[src/rtl/bus_master_port.sv]
// bus_master_port: front end that turns one core access at a time into a
// shared-bus transaction. It requests the bus, issues a one-cycle address
// strobe, waits for slave ready and returns a one-cycle completion pulse.
// A watchdog aborts accesses to slaves that never answer.
module bus_master_port #(
    parameter int TIMEOUT = 255,  // ACCESS cycles without ready before abort
    parameter int TO_W    = 8     // watchdog width, 2**TO_W > TIMEOUT
) (
    input  logic        clk,
    input  logic        reset,
    input  logic        cpu_as_,
    input  logic [29:0] cpu_addr,
    input  logic        cpu_rw,
    input  logic [31:0] cpu_wr_data,
    output logic [31:0] cpu_rd_data,
    output logic        cpu_done,
    output logic        cpu_err,
    output logic        cpu_busy,
    output logic        m_req_,
    input  logic        m_grnt_,
    output logic [29:0] m_addr,
    output logic        m_as_,
    output logic        m_rw,
    output logic [31:0] m_wr_data,
    input  logic [31:0] m_rd_data,
    input  logic        m_rdy_
);

    typedef enum logic [1:0] {
        IDLE   = 2'd0,
        REQ    = 2'd1,
        ACCESS = 2'd2
    } state_t;

    // Watchdog value seen on the last ACCESS cycle before an abort.
    localparam logic [TO_W-1:0] TO_LAST = TO_W'(TIMEOUT - 1);

    state_t          state_q, state_d;
    logic            m_req_q, m_req_d;
    logic            m_as_q, m_as_d;
    logic            m_rw_q, m_rw_d;
    logic [29:0]     m_addr_q, m_addr_d;
    logic [31:0]     m_wr_data_q, m_wr_data_d;
    logic [31:0]     cpu_rd_data_q, cpu_rd_data_d;
    logic            cpu_done_q, cpu_done_d;
    logic            cpu_err_q, cpu_err_d;
    logic            cpu_busy_q, cpu_busy_d;
    logic [TO_W-1:0] cnt_q, cnt_d;

    // Next-state and next-output logic for the request/strobe/ready sequence.
    always_comb begin
        // NOTE: every _d starts from its _q (or its idle value) so no branch leaves a signal unassigned and no latch is inferred.
        state_d       = state_q;
        m_req_d       = m_req_q;
        m_as_d        = m_as_q;
        m_rw_d        = m_rw_q;
        m_addr_d      = m_addr_q;
        m_wr_data_d   = m_wr_data_q;
        cpu_rd_data_d = cpu_rd_data_q;
        cpu_done_d    = 1'b0;
        cpu_err_d     = 1'b0;
        cpu_busy_d    = cpu_busy_q;
        cnt_d         = cnt_q;

        case (state_q)
            IDLE: begin
                // A strobe still held low during the completion pulse is not a new access.
                if (!cpu_as_ && !cpu_done_q) begin
                    m_addr_d    = cpu_addr;
                    m_rw_d      = cpu_rw;
                    m_wr_data_d = cpu_wr_data;
                    m_req_d     = 1'b0;
                    cpu_busy_d  = 1'b1;
                    state_d     = REQ;
                end
            end
            REQ: begin
                if (!m_grnt_) begin
                    m_as_d  = 1'b0;
                    cnt_d   = '0;
                    state_d = ACCESS;
                end
            end
            ACCESS: begin
                // Strobe lasts exactly one cycle; grant is no longer looked at.
                m_as_d = 1'b1;
                if (!m_rdy_) begin
                    // Ready has priority over a timeout falling on the same edge.
                    cpu_done_d = 1'b1;
                    if (m_rw_q) begin
                        cpu_rd_data_d = m_rd_data;
                    end
                    m_req_d    = 1'b1;
                    cpu_busy_d = 1'b0;
                    state_d    = IDLE;
                end else if (cnt_q == TO_LAST) begin
                    cpu_done_d    = 1'b1;
                    cpu_err_d     = 1'b1;
                    cpu_rd_data_d = '0;
                    m_req_d       = 1'b1;
                    cpu_busy_d    = 1'b0;
                    state_d       = IDLE;
                end else begin
                    cnt_d = cnt_q + TO_W'(1);
                end
            end
            default: begin
                state_d = IDLE;
            end
        endcase
    end

    // State and output registers with synchronous active-low reset.
    always_ff @(posedge clk) begin
        // NOTE: every register in the design is a plain flop, so all of them take a reset value here; reset is sampled on the clock edge only.
        if (!reset) begin
            state_q       <= IDLE;
            m_req_q       <= 1'b1;
            m_as_q        <= 1'b1;
            m_rw_q        <= 1'b1;
            m_addr_q      <= '0;
            m_wr_data_q   <= '0;
            cpu_rd_data_q <= '0;
            cpu_done_q    <= 1'b0;
            cpu_err_q     <= 1'b0;
            cpu_busy_q    <= 1'b0;
            cnt_q         <= '0;
        end else begin
            // NOTE: non-blocking assignments so every flop samples the pre-edge values of the others.
            state_q       <= state_d;
            m_req_q       <= m_req_d;
            m_as_q        <= m_as_d;
            m_rw_q        <= m_rw_d;
            m_addr_q      <= m_addr_d;
            m_wr_data_q   <= m_wr_data_d;
            cpu_rd_data_q <= cpu_rd_data_d;
            cpu_done_q    <= cpu_done_d;
            cpu_err_q     <= cpu_err_d;
            cpu_busy_q    <= cpu_busy_d;
            cnt_q         <= cnt_d;
        end
    end

    assign m_req_      = m_req_q;
    assign m_as_       = m_as_q;
    assign m_rw        = m_rw_q;
    assign m_addr      = m_addr_q;
    assign m_wr_data   = m_wr_data_q;
    assign cpu_rd_data = cpu_rd_data_q;
    assign cpu_done    = cpu_done_q;
    assign cpu_err     = cpu_err_q;
    assign cpu_busy    = cpu_busy_q;

endmodule

[config.mk]
export PLATFORM = sky130hd
export DESIGN_NAME = bus_master_port
export DESIGN_NICKNAME = d
export VERILOG_FILES = /design/src/rtl/bus_master_port.sv
export SDC_FILE = /design/constraint.sdc
export NUM_CORES = 1
export LEC_CHECK = 0
export ABC_AREA = 1
export BUFFER_PORTS_ARGS = -buffer_cell sky130_fd_sc_hd__buf_2
export CORE_ASPECT_RATIO = 1.1
export CORE_MARGIN = 4
export CORE_UTILIZATION = 51
export CTS_CLUSTER_SIZE = 10
export DETAILED_ROUTE_END_ITERATION = 12
export PLACE_DENSITY = 0.82
export SLEW_MARGIN = 20
export SYNTH_ARGS = -nofsm -noshare
export SYNTH_HDL_FRONTEND = slang
export SYNTH_SLANG_ARGS = --single-unit
[constraint.sdc]
create_clock -name clk -period 2.4 [get_ports clk]
set_clock_uncertainty 0.15 [all_clocks]
set_input_delay 0.36 -clock clk [delete_from_list [all_inputs] [get_ports clk]]
set_output_delay 0.36 -clock clk [all_outputs]
set_load 0.02 [all_outputs]
### Word-level counts from Yosys, hierarchy flattened

Index checks and enable logic that the tools add are counted.

| storage, ports and cells | value |
|---|---|
| register bits | 110 |
| bits of input ports | 100 |
| output and inout port bits | 100 |
| logic and storage cells | 60 |

| operators by class | value |
|---|---|
| add/sub/neg operators | 1 |
| eq/ne operators | 9 |
| multiplexer cells | 24 |
| reductions and logical operators | 15 |

Operators with widths:

| kind | count |
|---|---|
| 32-bit 2-to-1 mux | 3 |
| 8-bit 2-to-1 mux | 3 |
| 8-bit one-hot mux with 2 select lines | 1 |
| 3-bit AND reduction | 4 |
| 1-bit 2-to-1 mux | 9 |
| 8-bit by 1-bit adder with 8-bit output, second input constant | 1 |
| 8-bit == test, second input constant | 1 |
| 2-bit 2-to-1 mux | 4 |
| 2-bit inequality test, second input constant | 4 |
| 1-bit one-hot mux with 2 select lines | 3 |
| 2-bit one-hot mux with 3 select lines | 1 |
| 2-bit AND reduction | 3 |
| 2-bit nonzero test | 3 |
| 4-bit AND reduction | 1 |
| 3-bit inequality test, second input constant | 1 |
| 2-bit by 1-bit == test with 1-bit output, second input constant | 1 |
| 2-bit == test, second input constant | 1 |
| 1-bit zero test | 2 |
| 2-bit zero test | 1 |
| 2-bit by 1-bit inequality test with 1-bit output, second input constant | 1 |
| 1-bit logical AND | 1 |

### Logic depth before layout (Yosys ltp)

Gate-level depths: netlist of run 1.

| logic depth | value |
|---|---|
| depth after elaboration | 4 |
| gate-level depth with buffers | 11 |

### Worst setup path before layout of run 1

No wires, ideal clock.

| timing path | value |
|---|---|
| path type | reg-to-reg |
| start point | register cnt_q[0] |
| end point | register cpu_rd_data_q[10] (netlist: cpu_rd_data[10]) |
| setup time | 113 ps |
| arrival time | 1,292 ps |
| required time | 2,137 ps |
| setup slack | 844 ps |
| cell stages (with the launch flop) | 11 |
| path buffers | 2 |
| clock period less this slack | 1,556 ps |
| cells stage by stage | dfxtp_1 -> inv_1 -> ha_1 -> inv_1 -> nor2_2 -> nand3_2 -> nand2_2 -> buf_12 -> buf_12 -> a21oi_2 -> nor2_2 |

| between the ends | value |
|---|---|
| cells in the longest elaborated chain, start to end | 3 |

RTL lines:

| item | RTL line | RTL |
|---|---|---|
| from (decl) | 48 | `logic [TO_W-1:0] cnt_q, cnt_d;` |
| from (signal assigned) | 140 | `cnt_q <= cnt_d;` |
| 8-bit == test | 96 | `end else if (cnt_q == TO_LAST) begin` |
| 2-bit by 1-bit inequality test with 1-bit output (no line) | - |  |
| 3-bit AND reduction (no line) | - |  |
| to (signal assigned) | 136 | `cpu_rd_data_q <= cpu_rd_data_d;` |
| to (decl) | 44 | `logic [31:0] cpu_rd_data_q, cpu_rd_data_d;` |

No other way between the ends.
A chain may end at the register's enable or synchronous reset.

### Worst setup path in the final report of run 1

| timing path | value |
|---|---|
| start point | register cnt_q[0] |
| end point | register cpu_rd_data_q[26] (netlist: cpu_rd_data[26]) |

The elaborated chain is that of the path after synthesis.

==> results of run 1 <==
-- cell families (layout without fill, tap and decap cells) --
group / after synthesis / in the layout / synth area share (%)
compound gates: 109 / 109 / 13.6
buf+inv: 56 / 239 / 6.77
flops: 110 / 110 / 48.2
fa+ha+maj: 2 / 2 / 0.548
simple gates: 325 / 325 / 30.8
-- placed cells by master (no fill, tap or decap), types with 3 or more instances in the layout --
| master | count |
|---|---|
| a21oi_1 | 22 |
| nor2_2 | 19 |
| inv_6 | 3 |
| o21ai_0 | 52 |
| nand2_2 | 5 |
| buf_4 | 6 |
| inv_1 | 10 |
| nand3_2 | 12 |
| o21ai_1 | 14 |
| a21oi_2 | 20 |
| nor2_1 | 158 |
| clkbuf_8 | 9 |
| inv_2 | 4 |
| nand3_1 | 29 |
| dfxtp_1 | 110 |
| buf_12 | 3 |
| buf_2 | 199 |
| nand2_1 | 95 |
-- cell type report --
cell class,instances,area (um2),share of cell area (%)
well taps,111,139,2.42
clock buffers,10,128,2.22
inverters,15,56.3,0.981
clock inverters,6,51.3,0.894
multi-input cells,436,2060,35.9
flip-flops and latches,110,2200,38.4
repair buffers,208,1100,19.2
-- registers in the layout (all words and copies together), names as in the netlist, 2 cells and up --
signal and count:
cnt_q 8, cpu_rd_data 32, m_addr 30, m_wr_data 32, state_q 2
-- worst min path at each step --
stage,from,endpoint,slack (ns)
3_3_place_gp,m_as_,m_as_,0.30
3_5_place_dp,m_req_,m_req_,0.31
5_1_grt,cpu_wr_data[1],m_wr_data[1],0.05
6_report,cpu_rw,m_rw,0.06
4_1_cts,cpu_rw,m_rw,0.04
2_1_floorplan,cnt_q[0],cnt_q[0],0.30
-- stage by stage --
step	cell area (um2)	setup slack (ns)	hold slack [ns]	std cells
after floorplan	4570	0.844	0.300	602
after global placement	5560	0.542	0.299	880
after detailed placement	5560	0.450	0.309	880
after CTS	5740	0.419	0.0397	896
after global routing	5740	0.249	0.0504	896
final	5740	0.403	0.0550	896
-- worst reg2reg max path, delay by kind of cell, from the launching register on --
kind / cells / cell delay [ns]
adder cells (fa/ha/maj): 1 / 0.15
buffers and inverters: 3 / 0.47
flip-flops: 1 / 0.35
AND/OR/NAND/NOR: 6 / 0.77
-- per-layer routing --
| metal | vias to the layer above | global-route usage [%] | share of wire [%] |
|---|---|---|---|
| met3 | 18 | 8.10 | 11 |
| met5 | - | 0 | 0.059 |
| met4 | 2 | 6.73 | 1.4 |
| li1 | 2278 | - | - |
| met2 | 198 | 37.4 | 47 |
| met1 | 1976 | 27.7 | 40 |
-- power groups by stage --
stage	clock network (mW)	registers, mW	logic, mW
6_report	1.04	2.01	0.729
3_5_place_dp	0	2.05	0.734
4_1_cts	1.07	2.01	0.736
5_1_grt	1.15	2.03	0.813
3_3_place_gp	0	2.05	0.718
2_1_floorplan	0	2.20	0.318
==> results.txt, run 1 <==
* Slowest cell delay on critical path: 0.35 ns
- Data arrival at the endpoint of the critical path: 2.11 ns
- Proportion of layout cells with a drive suffix above 1: 36.4%
- The floorplan has 35 rows.
- TritonCTS built the clock tree.
* Proportion of power drawn by the clock network: 27.6%
* Category of the worst setup path launch point: register
* CP cell instances: inv_1, ha_1, inv_1, nor2_2, nand3_2, nand2_2, buf_12, nand3_1, nand2_1, nor2_2
- In this run, the combinational gates consume 19.3% of the power.
- Avg Vias per Cell: 4.99
- Hold Buf Count CTS: 0
- Routed wire per std cell: 13.3 um
* Total chip power: 3.78 mW
- The synthesized design contains 0 enable-type register cells.
- Measured against its own limit, the worst slew margin works out to 47.1%.
* WS Path Type: register to register
- Worst-case reg-to-reg path depth: 10
- Dividing total power by cell area gives a power density of 659 nW/um2.
- Setup repair after global routing missed its margin: false
- The net count of the finished layout is 882.
- Sequential cells burn 53.2% of the power.
* Buffers & Inverters on Critical Path: 3
- Count of filler cells inserted in the layout: 728
* Initial detailed-routing violation count: 176
- Leakage power: 2.77 nW
* Utilization after layout: 67.2%
- Layout Area Growth over Synthesis: 25.6%
- Final worst path period share: 83.2%
* Cell types with the highest counts after synthesis: nor2_1 (158), dfxtp_1 (110), nand2_1 (95)
- Via count of the first global-routing pass: 4,250
- X dimension of the die: 98.2 um
* Worst setup path end: cpu_rd_data[26]
- Post-DP HPWL: 8760 um
- Ranking of synthesized cells by area: dfxtp_1 (48%), nor2_1 (13%), nand2_1 (7.8%)
- Gr ovfl total: 0
- The final route contains 4,472 vias.
- Post-Synthesis Cell Area: 4570 um2
- The hold violation total from the final report came to 0.
- The clock reaches the later pin of the worst-skew pair after 0.37 ns.
- Max-cap violations in this run came to 0.
- Static timing analysis puts the maximum clock frequency at 0.501 GHz.
- For this run, asynchronously set or reset flops after synthesis account for 0%.
- Aggregate global-route resource usage: 22.6%
- In this run switching power makes up 31.1% of total power.
- Slowest stage cell, crit path: dfxtp_1
- Post-detailed-route count of antenna-violating nets: 0
- Largest net degree at the start of global routing: 65
* Worst R2R Setup Slack: 0.40 ns
- Average size of a mapped cell: 7.59 um2
- The first global-routing pass estimated 19,700 um of wire.
* DRC violation count after routing: 0
- Dominant synthesized flop cell: dfxtp_1
- Final max-slew violation count: 0
- Inserted Diodes: 0
- Router iterations before antenna repair: 4
- Area share of the largest cell type after synthesis: 48.2%
- For the finished layout, the period the worst path requires is 2.00 ns.
* Synth cell types: 26
- Setup TNS: 0 ns
* Sink count of the clock tree: 110
* Number of instances resized during post-cts repair: 0
- After floorplanning, the core was sized to cover 8540 um2.
* Post-CTS setup buffers: 0
- Internal power comes to 2.61 mW.
* Hold Path Stages: 3
* Cell type with the largest total area after synthesis: dfxtp_1
* Seq/Total Area, Yosys: 48.2%
* CTS root buf: clkbuf_8
- The initial antenna violation count is 1.
- Count leader, synth: nor2_1
- Worst setup EP type: register
* Switch Pwr: 1.18 mW
* Total Wirelength: 11,900 um
- Clock Pin Slew Worst Setup and Hold Paths: 0.10 ns
- Number of levels the H-tree was split into: 3
- The congestion estimate from routability-driven global placement came to 0.868.
- Critical path depth in cells: 10
* Initial standard-cell utilization of the core: 53.5%
- Yosys printed 0 warnings.
- Crit Reg-Reg Endpoint: cpu_rd_data[26]
* Outcome: complete, no violations
* Chip Height: 107 um
- VDD sags by at most 0.440 mV.
* Setup violation total in the final timing report: 0
* Overall die area: 10,500 um2
* Post-synth net total: 704
- In this run the critical register-to-register path is launched from cnt_q[0].
- In this run the worst hold path is classified as input pin to register.
- Counting flops and latches in the post-synthesis netlist gives 110.
* Crit path required time: 2.51 ns
* Category of cells accounting for the largest share of critical-path delay: simple AND/OR/NAND/NOR gates
- In this run, CTS created clock tree buffers numbering 9.
* Least-Margin Pin Slew: 0.793 ns
- Ports placed on the boundary: 200
* Largest driver fanout on the critical path: 54
- Port buffering added 199 buffers.
- Max Root-Sink Buffers: 2
- Syn Inst Count: 602
- The most critical setup path has its startpoint at cnt_q[0].
Note: power is estimated with default switching activity, not from simulation.
==> run 2, diff against run 1 <==
--- a/config.mk
+++ b/config.mk
@@ -5,14 +5,14 @@
 export SDC_FILE = /design/constraint.sdc
 export NUM_CORES = 1
 export LEC_CHECK = 0
-export ABC_AREA = 1
+export ABC_AREA = 0
 export BUFFER_PORTS_ARGS = -buffer_cell sky130_fd_sc_hd__buf_2
 export CORE_ASPECT_RATIO = 1.1
 export CORE_MARGIN = 4
-export CORE_UTILIZATION = 51
+export CORE_UTILIZATION = 40
 export CTS_CLUSTER_SIZE = 10
 export DETAILED_ROUTE_END_ITERATION = 12
-export PLACE_DENSITY = 0.82
+export PLACE_DENSITY = 0.72
 export SLEW_MARGIN = 20
 export SYNTH_ARGS = -nofsm -noshare
 export SYNTH_HDL_FRONTEND = slang
==> constraint.sdc (replaced) <==
create_clock -name clk -period 1.6 [get_ports clk]
set_clock_uncertainty 0.15 [all_clocks]
set_input_delay 0.24 -clock clk [delete_from_list [all_inputs] [get_ports clk]]
set_output_delay 0.24 -clock clk [all_outputs]
set_load 0.02 [all_outputs]
==> run 2 against run 1 <==
Net effect:
- the flow now finishes with violations (negative setup slack)
- sequential cell count unchanged
- sequential share of layout area decreased by 3.8 points
- via count down 3.1%
- design area rose by 12%
- maximum frequency is 19% higher
- global-route usage up 0.35 points
==> results.txt, run 2 <==
- The total length of routed wires was 13,300 um (+12%).
* Via count of the first global-routing pass: 4,368 (+2.8%)
- Data arrival at the endpoint of the critical path: 1.83 ns (-0.28 ns)
- The sum of negative setup slack was -2.03 ns (-2.03 ns).
- Most common cell after layout, fill and taps aside: buf_2
- The share of the clock period used by the worst path was 105% (+22 points).
* NumNets Final: 833 (-5.6%)
* Ports placed on the boundary: 200 (unchanged)
* Count of final hold-check violations: 0 (unchanged)
- X dimension of the die: 101 um (+3.1%)
- Clock Pin Slew Worst Setup and Hold Paths: 0.10 ns (about the same)
- The initial antenna violation count was 0 (-1).
- Setup repair after global routing missed its margin: true
- Setup violation total in the final timing report: 33 (+33)
- The sink count of the clock tree was 110 (unchanged).
* Average size of a mapped cell: 9.01 um2 (+19%)
- The placer's final routability congestion estimate came to 0.830 (-4.4%).
* Time the worst path needs with I/O delays and setup: 1.68 ns (-0.319 ns)
- The number of detailed-route iterations in the first pass came to 4 (unchanged).
- The timing-limited maximum frequency was 0.596 GHz (+19%).
- The largest total area in the synthesized netlist belongs to dfxtp_1.
- Post-Synthesis Cell Area: 3830 um2 (-16%)
- Layout Area Growth over Synthesis: 67.3%
- Post-synth net total: 527 (-25%)
* Number of register bits inferred by synthesis: 110 (unchanged)
- Yosys warns: 0 (unchanged)
* WS Path Type: register to register
- The unique cell type count in the Yosys netlist is 36 (+38%).
- Final max-slew violation count: 0 (unchanged)
- CTS root buf: clkbuf_8
* Chip Height: 111 um (+3.1%)
- Slew Limit Headroom: 78.8% (+32 points)
- The proportion of synthesized flip-flops having asynchronous set or reset is 0% (unchanged).
- The proportion of synthesized chip area in sequential cells is 57.5% (+9.3 points).
- The final worst slack came to -0.0785 ns (-0.481 ns).
* Initial standard-cell utilization of the core: 41.0% (-13 points)
- The wire length of the first global-routing pass was 20,800 um (+5.6%).
* Dominant synthesized flop cell: dfxtp_1
* Avg Vias per Cell: 5.08 (+1.8%)
- The worst hold path belongs to the class input pin to register.
* Area share of the largest cell type after synthesis: 57.5% (+9.3 points)
* Crit path required time: 1.75 ns (-0.76 ns)
- The most common cell in the synthesized netlist is nand2_1.
- Post-detailed-route count of antenna-violating nets: 0 (unchanged)
* Number of maximum-capacitance violations: 0 (unchanged)
- Aggregate global-route resource usage: 22.9% (+0.35 points)
- Leading cell types in the layout, fill and taps excluded: buf_2 (199), nand2_1 (131), dfxtp_1 (102)
- Inserted Diodes: 0 (unchanged)
- Violated checks: negative setup slack
- The buffer levels on the longest clock path came to 2 (unchanged).
* Routed wire per std cell: 15.6 um (+17%)
* Core outline area: 9350 um2 (+9.5%)
- Outcome: complete, but fails checks
- The pin count of the biggest net entering global routing was 41 (-37%).
- TritonCTS built the clock tree.
- Post-synth EDFFs: 0 (unchanged)
- Gr ovfl total: 0 (unchanged)
- Proportion of layout cells with a drive suffix above 1: 36.0% (-0.43 points)
- STA classifies the critical path endpoint as a register.
- Cts bufs inserted: 9 (unchanged)
- Worst-Skew Late Latency: 0.35 ns (-0.02 ns)
- Least-Margin Pin Slew: 0.318 ns (-0.474 ns)
* Cell types with the highest counts after synthesis: nand2_1 (131), dfxtp_1 (110), a21oi_1 (67)
- Leakage power: 3.03 nW (+9.5%)
- Power Density: 868 nW/um2 (+32%)
- Worst IR Drop VDD: 0.539 mV (+22%)
* Utilization after layout: 68.5% (+1.3 points)
* Std-Cell Rows: 37 (+5.7%)
- The maximum level of the CTS H-tree came to 3 (unchanged).
- The number of DRC markers after the initial detailed-route iteration was 256 (+45%).
- # port buffers: 199 (unchanged)
- STA classifies the critical path startpoint as a register.
- Largest driver fanout on the critical path: 32 (-41%)
- The synthesized instance count was 425 (-29%).
* DRC violation count after routing: 0 (unchanged)
- The total placed cells including tap cells was 736 (-16%).
- The floorplan die area was 11,200 um2 (+6.4%).
- The total number of vias is 4,332 (-3.1%).
- Yosys attributes the largest share of cell area to dfxtp_1 (57%), nand2_1 (13%), a21oi_1 (8.8%).
* Count of filler cells inserted in the layout: 686 (-5.8%)
- The half-perimeter wire length of the detailed placement result was 7850 um (-10%).
* Number of standard cells in the layout, taps in and fillers out: 853 (-4.8%)
==> run 2: layout make-up <==
type	instances	area (um2)	area share, %
repair buffers	326	2320	36.2
flip-flops and latches	110	2210	34.6
multi-input cells	282	1540	24.0
well taps	117	146	2.28
clock buffers	11	141	2.21
clock inverters	5	42.5	0.664
inverters	2	7.51	0.117
==> run 2: worst paths after layout <==
kind	start	to	slack, ns	cells after the start
worst min register to register	m_wr_data[19]	m_wr_data[19]	0.31	2
worst max register to register	cnt_q[0]	cpu_rd_data[20]	-0.08	7
worst min-delay path	m_rdy_	cnt_q[2]	0.17	4
worst max-delay path	cnt_q[0]	cpu_rd_data[20]	-0.08	7
==> run 2: logic make-up after synthesis <==
group / count (synthesis) / share of synthesized area (%)
adders and majority gates: 2 / 0.653
AOI/OAI and AO/OA: 113 / 19.0
xor gates and xnor gates: 3 / 0.686
buffers and inverters: 33 / 4.12
DFF: 110 / 57.5
and+or+nand+nor: 164 / 18.1
==> run 2: routing by layer <==
| metal | track usage [%] | wire length [um] | share of wire [%] |
|---|---|---|---|
| met5 | 0 | 0 | 0 |
| met4 | 12.7 | 662 | 5.0 |
| met3 | 5.81 | 1080 | 8.1 |
| met2 | 39.5 | 6570 | 49 |
| met1 | 25.0 | 4980 | 37 |
==> run 2: what timing repair did <==
action / in CTS / in global routing
pin swaps: 2 / 7
resized for setup: 6 / 19
buffers inserted: 0 / 2
setup endpoints to repair: 97 / 92
hold buffers: 97 / 0
endpoints found under the hold margin: 97 / 0
cloned: 0 / 2
==> run 2: power breakdown <==
| part | switching (mW) | leakage [nW] | internal, mW | total [mW] |
|---|---|---|---|---|
| combinational | 0.560 | 2.04 | 0.519 | 1.08 |
| clock | 0.928 | 0.0901 | 0.625 | 1.55 |
| sequential | 0.0643 | 0.902 | 2.86 | 2.93 |
==> run 2: worst max-delay path: stages (launching register included) <==
cell and delay (ns):
dfxtp_2 0.35, inv_2 0.04, ha_4 0.17, and2_4 0.16, a41o_1 0.23, a21oi_4 0.16, buf_12 0.20, a22o_1 0.16
==> run 2: stage by stage <==
| stage | cell area (um2) | power (mW) | worst slack (ns) | hold WS, ns |
|---|---|---|---|---|
| after floorplan | 3870 | 3.44 | 0.00255 | 0.214 |
| after global placement | 5130 | 3.80 | -0.0780 | 0.289 |
| after detailed placement | 5130 | 3.82 | -0.110 | 0.293 |
| after CTS | 6310 | 5.55 | -0.0708 | 0.147 |
| after global routing | 6410 | 5.84 | -0.138 | 0.189 |
| final | 6410 | 5.56 | -0.0785 | 0.173 |
